File: config.mk
export PLATFORM = sky130hd
export DESIGN_NAME = four_bit_counter
export DESIGN_NICKNAME = d
export VERILOG_FILES = /design/src/rtl/four_bit_counter.sv
export SDC_FILE = /design/constraint.sdc
export NUM_CORES = 1
export LEC_CHECK = 0
export BUFFER_PORTS_ARGS = -buffer_cell sky130_fd_sc_hd__buf_2
export CAP_MARGIN = 0
export CORE_AREA = 2 2 39 41
export CTS_BUF_LIST = sky130_fd_sc_hd__clkbuf_2 sky130_fd_sc_hd__clkbuf_4 sky130_fd_sc_hd__clkbuf_8
export DETAILED_ROUTE_END_ITERATION = 7
export DIE_AREA = 0 0 41 43
export GPL_TIMING_DRIVEN = 0
export HOLD_SLACK_MARGIN = 0.12
export PLACE_DENSITY = 0.68
export SLEW_MARGIN = 10
export SYNTH_ARGS = -nofsm -noshare
export SYNTH_HDL_FRONTEND = slang
export SYNTH_SLANG_ARGS = --single-unit
export TNS_END_PERCENT = 5
File: constraint.sdc
create_clock -name clk -period 2.06 [get_ports clk]
set_clock_uncertainty 0.05 [all_clocks]
set_input_delay 0.309 -clock clk [delete_from_list [all_inputs] [get_ports clk]]
set_output_delay 0.309 -clock clk [all_outputs]
set_load 0.02 [all_outputs]
File: src/rtl/four_bit_counter.sv
// Free-running modulo-(MAX_COUNT+1) counter with terminal-count flag, wrap pulse and saturating wrap tally.
// Count updates on every rising clk edge with no pipeline stage to the port; no backpressure, always advancing.
module four_bit_counter #(
  parameter int WIDTH      = 4,
  parameter int MAX_COUNT  = 2**WIDTH - 1,
  parameter int WRAP_CNT_W = 8
) (
  input  logic                  clk,
  input  logic                  reset,
  output logic [WIDTH-1:0]      count,
  output logic                  tc,
  output logic                  wrap,
  output logic [WRAP_CNT_W-1:0] wrap_cnt
);

  localparam logic [WIDTH-1:0] MAX_VAL = WIDTH'(MAX_COUNT);

  logic at_max;

  assign at_max = (count == MAX_VAL);
  assign tc     = at_max;

  // The wrap tally holds at all-ones while wrap itself keeps pulsing.
  always_ff @(posedge clk or negedge reset) begin
    if (!reset) begin
      count    <= '0;
      wrap     <= 1'b0;
      wrap_cnt <= '0;
    end else if (at_max) begin
      count <= '0;
      wrap  <= 1'b1;
      if (wrap_cnt != {WRAP_CNT_W{1'b1}}) begin
        wrap_cnt <= wrap_cnt + 1'b1;
      end
    end else begin
      count <= count + 1'b1;
      wrap  <= 1'b0;
    end
  end

endmodule

==> results of run 1 <==
## worst max-delay path, cell delays in order (launching register included)
cell	delay [ns]
dfrtp_1	0.41
ha_1	0.28
nand3_4	0.16
inv_1	0.14
buf_2	0.18
## worst max-delay path by stage
stage	endpoint	slack, ns	cells after the start
global placement	wrap_cnt[7]$_DFFE_PN0P_	0.47	4
finish	tc	0.27	4
CTS	tc	0.26	4
global route	tc	0.17	4
floorplan	wrap_cnt[7]$_DFFE_PN0P_	0.40	4
detailed placement	wrap_cnt[7]$_DFFE_PN0P_	0.43	4
## routing by layer
metal / vias up / track usage [%]
met5: - / 0
li1: 227 / -
met3: 4 / 3.141
met2: 11 / 20.00
met4: 0 / 8.000
met1: 232 / 23.99
## kinds of logic after synthesis
logic type	synth area share (%)
AND/OR/NAND/NOR	18.57
adder cells (fa/ha/maj)	4.081
flip-flops	53.06
buffers and inverters	1.837
AO/OA/AOI/OAI	8.979
XOR/XNOR	5.715
multiplexers	7.754
## cell usage in the layout (no fill, tap or decap), drive strengths merged
cell,netlist,final
a211oi,3,3
a21o,1,1
a21oi,2,2
and3,1,1
and4,1,1
buf,0,15
clkbuf,0,4
dfrtp,13,13
dlygate4sd3,0,1
ha,2,2
inv,3,3
mux2,3,3
mux2i,1,1
nand2,3,3
nand3,6,6
nor2,3,3
nor3,2,2
nor4,1,1
o21ai,3,3
xnor2,1,1
xor2,3,3
## power groups by stage
stage               clock (mW)  sequential, mW  combinational, mW
floorplan                    0           0.260        0.000000129
global placement             0           0.260            0.00577
detailed placement           0           0.260            0.00584
CTS                      0.170           0.255            0.00726
global route             0.180           0.255            0.00829
finish                   0.167           0.255            0.00704
## state kept, by name, summed over array words and instances, names as in the netlist
signal / cells
wrap: 1
count: 4
wrap_cnt: 8
## area by class of cell
class | count | area share, %
flip-flops and latches | 13 | 43.48
multi-input cells | 36 | 36.96
repair buffers | 16 | 11.37
clock buffers | 4 | 4.013
well taps | 16 | 2.676
inverters | 3 | 1.505
## through the flow
stage          util (%)  hold slack, ns  worst slack (ns)  std cells
2_1_floorplan         -        -0.03659            0.4015         52
3_3_place_gp      51.18          0.1581            0.4683         83
3_5_place_dp      51.18          0.1598            0.4267         83
4_1_cts           54.07          0.4067            0.2582         88
5_1_grt           54.07          0.4446            0.1700         88
6_report          54.07          0.4072            0.2706         88
==> metrics.md, run 1 <==
| Metric | Value |
|---|---|
| RSZ-0062 raised after global routing | no |
| Syn Nets | 56 |
| Root buffer cell | clkbuf_4 |
| Total power draw | about 0.43 mW |
| Combinational power share | 1.6% |
| Commonest cells in the netlist | dfrtp_1, nand3_1 |
| Post-synthesis instance area | 613.1 sq um |
| PD cells | about 570 nW/um^2 |
| Seq/Total Area, Yosys | 53.06% |
| DRT Wirelength | 1140 microns |
| Worst slew pin tran | 0.3001 ns |
| Multi-input gate area | 276.5 sq um |
| Max Cap Viol | 0 |
| First DRT Iteration DRCs | 3 |
| EDFF count, synth | 0 |
| Worst hold-check path type | input pin to async pin |
| Number of global-route vias before repair | approximately 450 |
| Detail Route met2 WL | 515 microns |
| Setup crit start | count[0]$_DFF_PN0_ |
| Antenna-violating nets left | 0 |
| Ys Warns | 0 |
| Yosys top cell by area | dfrtp_1 |
| Rel. slew slack | 79.99% |
| Grt ovf | 0 |
| Cts hold-fix bufs | 1 |
| Clk pwr share | 38.9% |
| Reg-to-Reg Start | count[0]$_DFF_PN0_ |
| Reg2Reg Depth | 4 |
| Worst-Skew Late Latency | ~0.27 ns |
| Ports | 16 |
| WL met1 | ~560 microns |
| Mapped Cells | 52 |
| FILL cells | 124 |
| Worst Setup Start Kind | flip-flop |
| Flops & latches, synth | 13 |
| Final hold violation count | 0 |
| R2r endpoint | wrap_cnt[7]$_DFFE_PN0P_ |
| Critical path start-end classification | flip-flop to output port |
| Clock period minus worst slack | 1.789 ns |
| Max Used Layer | met4 |
| Vias/cell | about 5.4 |
| WL met3 | 46 microns |
| Worst Path Max Fanout | 8 |
| Rows | 14 |
| Drt pass-1 iters | 4 |
| Main synth FF type | dfrtp_1 |
| Die width | 41 microns |
| Register area | around 330 sq um |
| DRC Markers | 0 |
| Final slew viol count | 0 |
| First-pass GRT wire length | 1876 microns |
| PortBufs | 15 |
| Nets | 77 |
| Placer congestion estimate | 0.7831 |
| Synth unique cells | 21 |
| CTS tree | built |
| Core ar. | 1384 sq um |
| Worst vdd ir | 0.2412 mV |
| Routed length per placed instance | 12.95 microns |
| WP data required | 1.70 ns |
| Post-synth ARST share | 100.0% |
| Fmax | 558.8 MHz |
| ANT cells | 0 |
| Outcome | finished, final reports clean |
| Arr. time, crit path | approximately 1.4 ns |
| Syn_area_per_cell | 11.79 sq um |
| Num CTS Buffers | 3 |
| Synth top area share | roughly 53% |
| H-tree levels | 1 |
| Top-count cell post-synth | dfrtp_1 |
| Setup bufs post-CTS | 0 |
| Design Area, Final | approximately 750 sq um |
| Layout cell share with drive strength beyond 1 | 33.33% |
| Max clock buf depth | 2 |
| GRT Overall Usage | 15.60% |
| Pleak | about 0.4 nW |
| Area after DPL | 708.2 sq um |
| Switching Power | 0.08380 mW |
| P_int | approximately 0.34 mW |
| Clock Sinks | 13 |
| Flop2flop setup slack | 0.43 ns |
| Antenna violations before repair | 0 |
| Worst-path clk slew | 0.08 ns |
| Setup Viol. Count Final | 0 |
| Top cells by area, synth | dfrtp_1, xor2_1, ha_1, nand3_1, a211oi_1 |
| # resized after CTS | 0 |
| Sw Ratio | roughly a fifth |
| Largest net degree at the start of global routing | 14 |
| Starting density of the core | approximately 44% |
| Area growth syn-to-layout | 22.04% |
| Sequential Power Share | 59.5% |
| Detailed-route via count | 474 |
| Sum Neg Setup Slack | 0 ns |
| DPL Wire Length | 817.9 microns |
| Crit path capture type | output port |
| Die height | 43 microns |
| Die area | 1763 sq um |
| Part of the cycle the worst path needs | 86.87% |
Power figures use the tool's default switching activity.
==> run 2: changes to the inputs <==
--- a/config.mk
+++ b/config.mk
@@ -7,10 +7,10 @@
 export LEC_CHECK = 0
 export BUFFER_PORTS_ARGS = -buffer_cell sky130_fd_sc_hd__buf_2
 export CAP_MARGIN = 0
-export CORE_AREA = 2 2 39 41
+export CORE_AREA = 2 2 40 42
 export CTS_BUF_LIST = sky130_fd_sc_hd__clkbuf_2 sky130_fd_sc_hd__clkbuf_4 sky130_fd_sc_hd__clkbuf_8
 export DETAILED_ROUTE_END_ITERATION = 7
-export DIE_AREA = 0 0 41 43
+export DIE_AREA = 0 0 42 44
 export GPL_TIMING_DRIVEN = 0
 export HOLD_SLACK_MARGIN = 0.12
 export PLACE_DENSITY = 0.68
==> constraint.sdc (replaced) <==
create_clock -name clk -period 1.5 [get_ports clk]
set_clock_uncertainty 0.05 [all_clocks]
set_input_delay 0.225 -clock clk [delete_from_list [all_inputs] [get_ports clk]]
set_output_delay 0.225 -clock clk [all_outputs]
set_load 0.02 [all_outputs]
==> run 2 against run 1 <==
- sequential cell count unchanged
- combinational power increased by 35%
- largest power group unchanged
- critical endpoint is now wrap_cnt[1]$_DFFE_PN0P_
- sequential power increased by 37%
- via count increased by 1.1%
- global-route usage increased by 0.18 points
- critical path type is now flip-flop to flip-flop
- non-clock buffer count increased by 6
==> metrics.md, run 2 (same netlist as run 1, synthesis figures left out) <==
| Metric | Value |
|---|---|
| Outcome | finished, final reports clean |
| Most frequent cells in the layout | buf_2, dfrtp_1, buf_4 |
| Reg-to-Reg Start | wrap_cnt[0]$_DFFE_PN0P_ |
| ANT cells | 0 |
| Final hold violation count | 0 |
| PD cells | 700.5 nW/um^2 |
| Ports | 16 |
| Clock period minus worst slack | 1.481 ns |
| Die height | 44 microns |
| Pleak | 0.4137 nW |
| Placer congestion estimate | roughly 0.76 |
| Critical path start-end classification | flip-flop to flip-flop |
| Rows | 14 |
| Number of global-route vias before repair | 450 |
| Reg2Reg Depth | 4 |
| RSZ-0062 raised after global routing | yes |
| Drt pass-1 iters | 4 |
| Vias/cell | 5.096 |
| CTS tree | built |
| Part of the cycle the worst path needs | a little over nine tenths |
| Worst hold-check path type | input pin to async pin |
| First-pass GRT wire length | around 2100 microns |
| Die width | 42 microns |
| Biggest regs | wrap_cnt x8, count x4, wrap x1 |
| Flop2flop setup slack | 0.02 ns |
| Worst slew pin tran | 0.2956 ns |
| Area after DPL | 728.2 sq um |
| Detailed-route via count | 479 |
| Worst-Skew Late Latency | 0.29 ns |
| WP data required | 1.63 ns |
| DRT Wirelength | 1241 microns |
| DRC Markers | 0 |
| CP bufs+invs | 0 |
| Layout cell share with drive strength beyond 1 | 48.72% |
| Arr. time, crit path | 1.61 ns |
| Delay-heaviest family, CP | flip-flops |
| CP max-delay cell | dfrtp_2 |
| Area growth syn-to-layout | 36.12% |
| Setup crit start | wrap_cnt[0]$_DFFE_PN0P_ |
| Crit path capture type | flip-flop |
| FILL cells | 113 |
| Num CTS Buffers | 3 |
| Total power draw | between 0.5 and 0.6 mW |
| Stages on the worst setup path | 4 |
| Worst vdd ir | 0.4636 mV |
| Design Area, Final | ~830 sq um |
| Biggest register | wrap_cnt |
| Rel. slew slack | 80.29% |
| Final slew viol count | 0 |
| Nets | 83 |
| Fmax | between 600 and 700 MHz |
| Core ar. | 1419 sq um |
| H-tree levels | 1 |
| DPL Wire Length | 871.1 microns |
| Max Cap Viol | 0 |
| Antenna-violating nets left | 0 |
| Commonest non-fill, non-tap cell in the layout | buf_2 |
| Fin worst setup slack | 0.01937 ns |
| Largest net degree at the start of global routing | 14 |
| GRT Overall Usage | 15.78% |
| Max incr delay on CP | 0.43 ns |
| Max FFs per register | 8 |
| Setup Viol. Count Final | 0 |
| PortBufs | 15 |
| Max clock buf depth | 2 |
| Worst-path clk slew | 0.08 ns |
| Worst Path Max Fanout | 5 |
| Worst path cell trace | ha_4 -> and3_1 -> a21o_1 -> mux2_4 |
| Grt ovf | 0 |
| First DRT Iteration DRCs | 7 |
| Routed length per placed instance | 13.20 microns |
| Die area | 1848 sq um |
| Dpl ws | -0.05057 ns |
| Worst Setup Start Kind | flip-flop |
| Antenna violations before repair | 0 |
| Clock Sinks | 13 |
| Worst setup path end | wrap_cnt[1]$_DFFE_PN0P_ |
| Starting density of the core | 43.21% |
| R2r endpoint | wrap_cnt[1]$_DFFE_PN0P_ |
| Root buffer cell | clkbuf_4 |
run 2: changes by cell type in the layout (fill, tap and decap cells not counted), sizes merged:
| cell | previous run | this run |
|---|---|---|
| buf | 15 | 21 |
| clkbuf | 4 | 3 |
| clkinv | 0 | 1 |
run 2: cell type report:
type | count | area, sq um | area share (%)
flip-flops and latches | 13 | 330.3 | 39.58
multi-input cells | 36 | 306.5 | 36.73
repair buffers | 22 | 136.4 | 16.34
clock buffers | 3 | 22.52 | 2.699
well taps | 16 | 20.02 | 2.399
inverters | 3 | 13.76 | 1.649
clock inverters | 1 | 5.005 | 0.5997
run 2: worst min-delay path by stage:
stage / startpoint / endpoint / slack [ns] / cells past startpoint
final: reset / wrap$_DFF_PN0_ / 0.29 / 2
after global placement: reset / wrap$_DFF_PN0_ / 0.08 / 1
after floorplan: reset / count[0]$_DFF_PN0_ / -0.12 / 0
after global routing: reset / wrap_cnt[2]$_DFFE_PN0P_ / 0.34 / 2
after detailed placement: reset / wrap$_DFF_PN0_ / 0.08 / 1
after CTS: reset / wrap$_DFF_PN0_ / 0.31 / 2
run 2: what timing repair did:
action / 4_1_cts / 5_1_grt
buffers inserted: 6 / 0
gates cloned: 0 / 0
hold buffers: 1 / 0
pin swaps: 1 / 2
endpoints found under the hold margin: 13 / 0
setup endpoints to repair: 3 / 3
resized for setup: 4 / 2
run 2: routing by layer:
layer | wire length (microns) | GRT usage (%) | vias up
met5 | 0 | 0 | -
met4 | 33 | 11.61 | 0
met3 | 47 | 2.500 | 5
met2 | 611 | 25.62 | 11
met1 | 548 | 19.05 | 222
li1 | - | - | 241
run 2: power by group:
| group | switching [mW] | total [mW] | internal [mW] |
|---|---|---|---|
| clock network | 0.126 | 0.225 | 0.0993 |
| logic | 0.00687 | 0.00952 | 0.00265 |
| registers | 0 | 0.350 | 0.350 |
run 2: through the flow:
step / hold WS, ns / std cells / TNS (ns) / utilization [%]
6_report: 0.2930 / 94 / 0 / 58.82
4_1_cts: 0.3069 / 94 / 0 / 58.20
5_1_grt: 0.3402 / 94 / -0.03347 / 58.82
3_5_place_dp: 0.07813 / 83 / -0.05108 / 51.32
2_1_floorplan: -0.1206 / 52 / -0.02303 / -
3_3_place_gp: 0.07578 / 83 / -0.006580 / 51.32
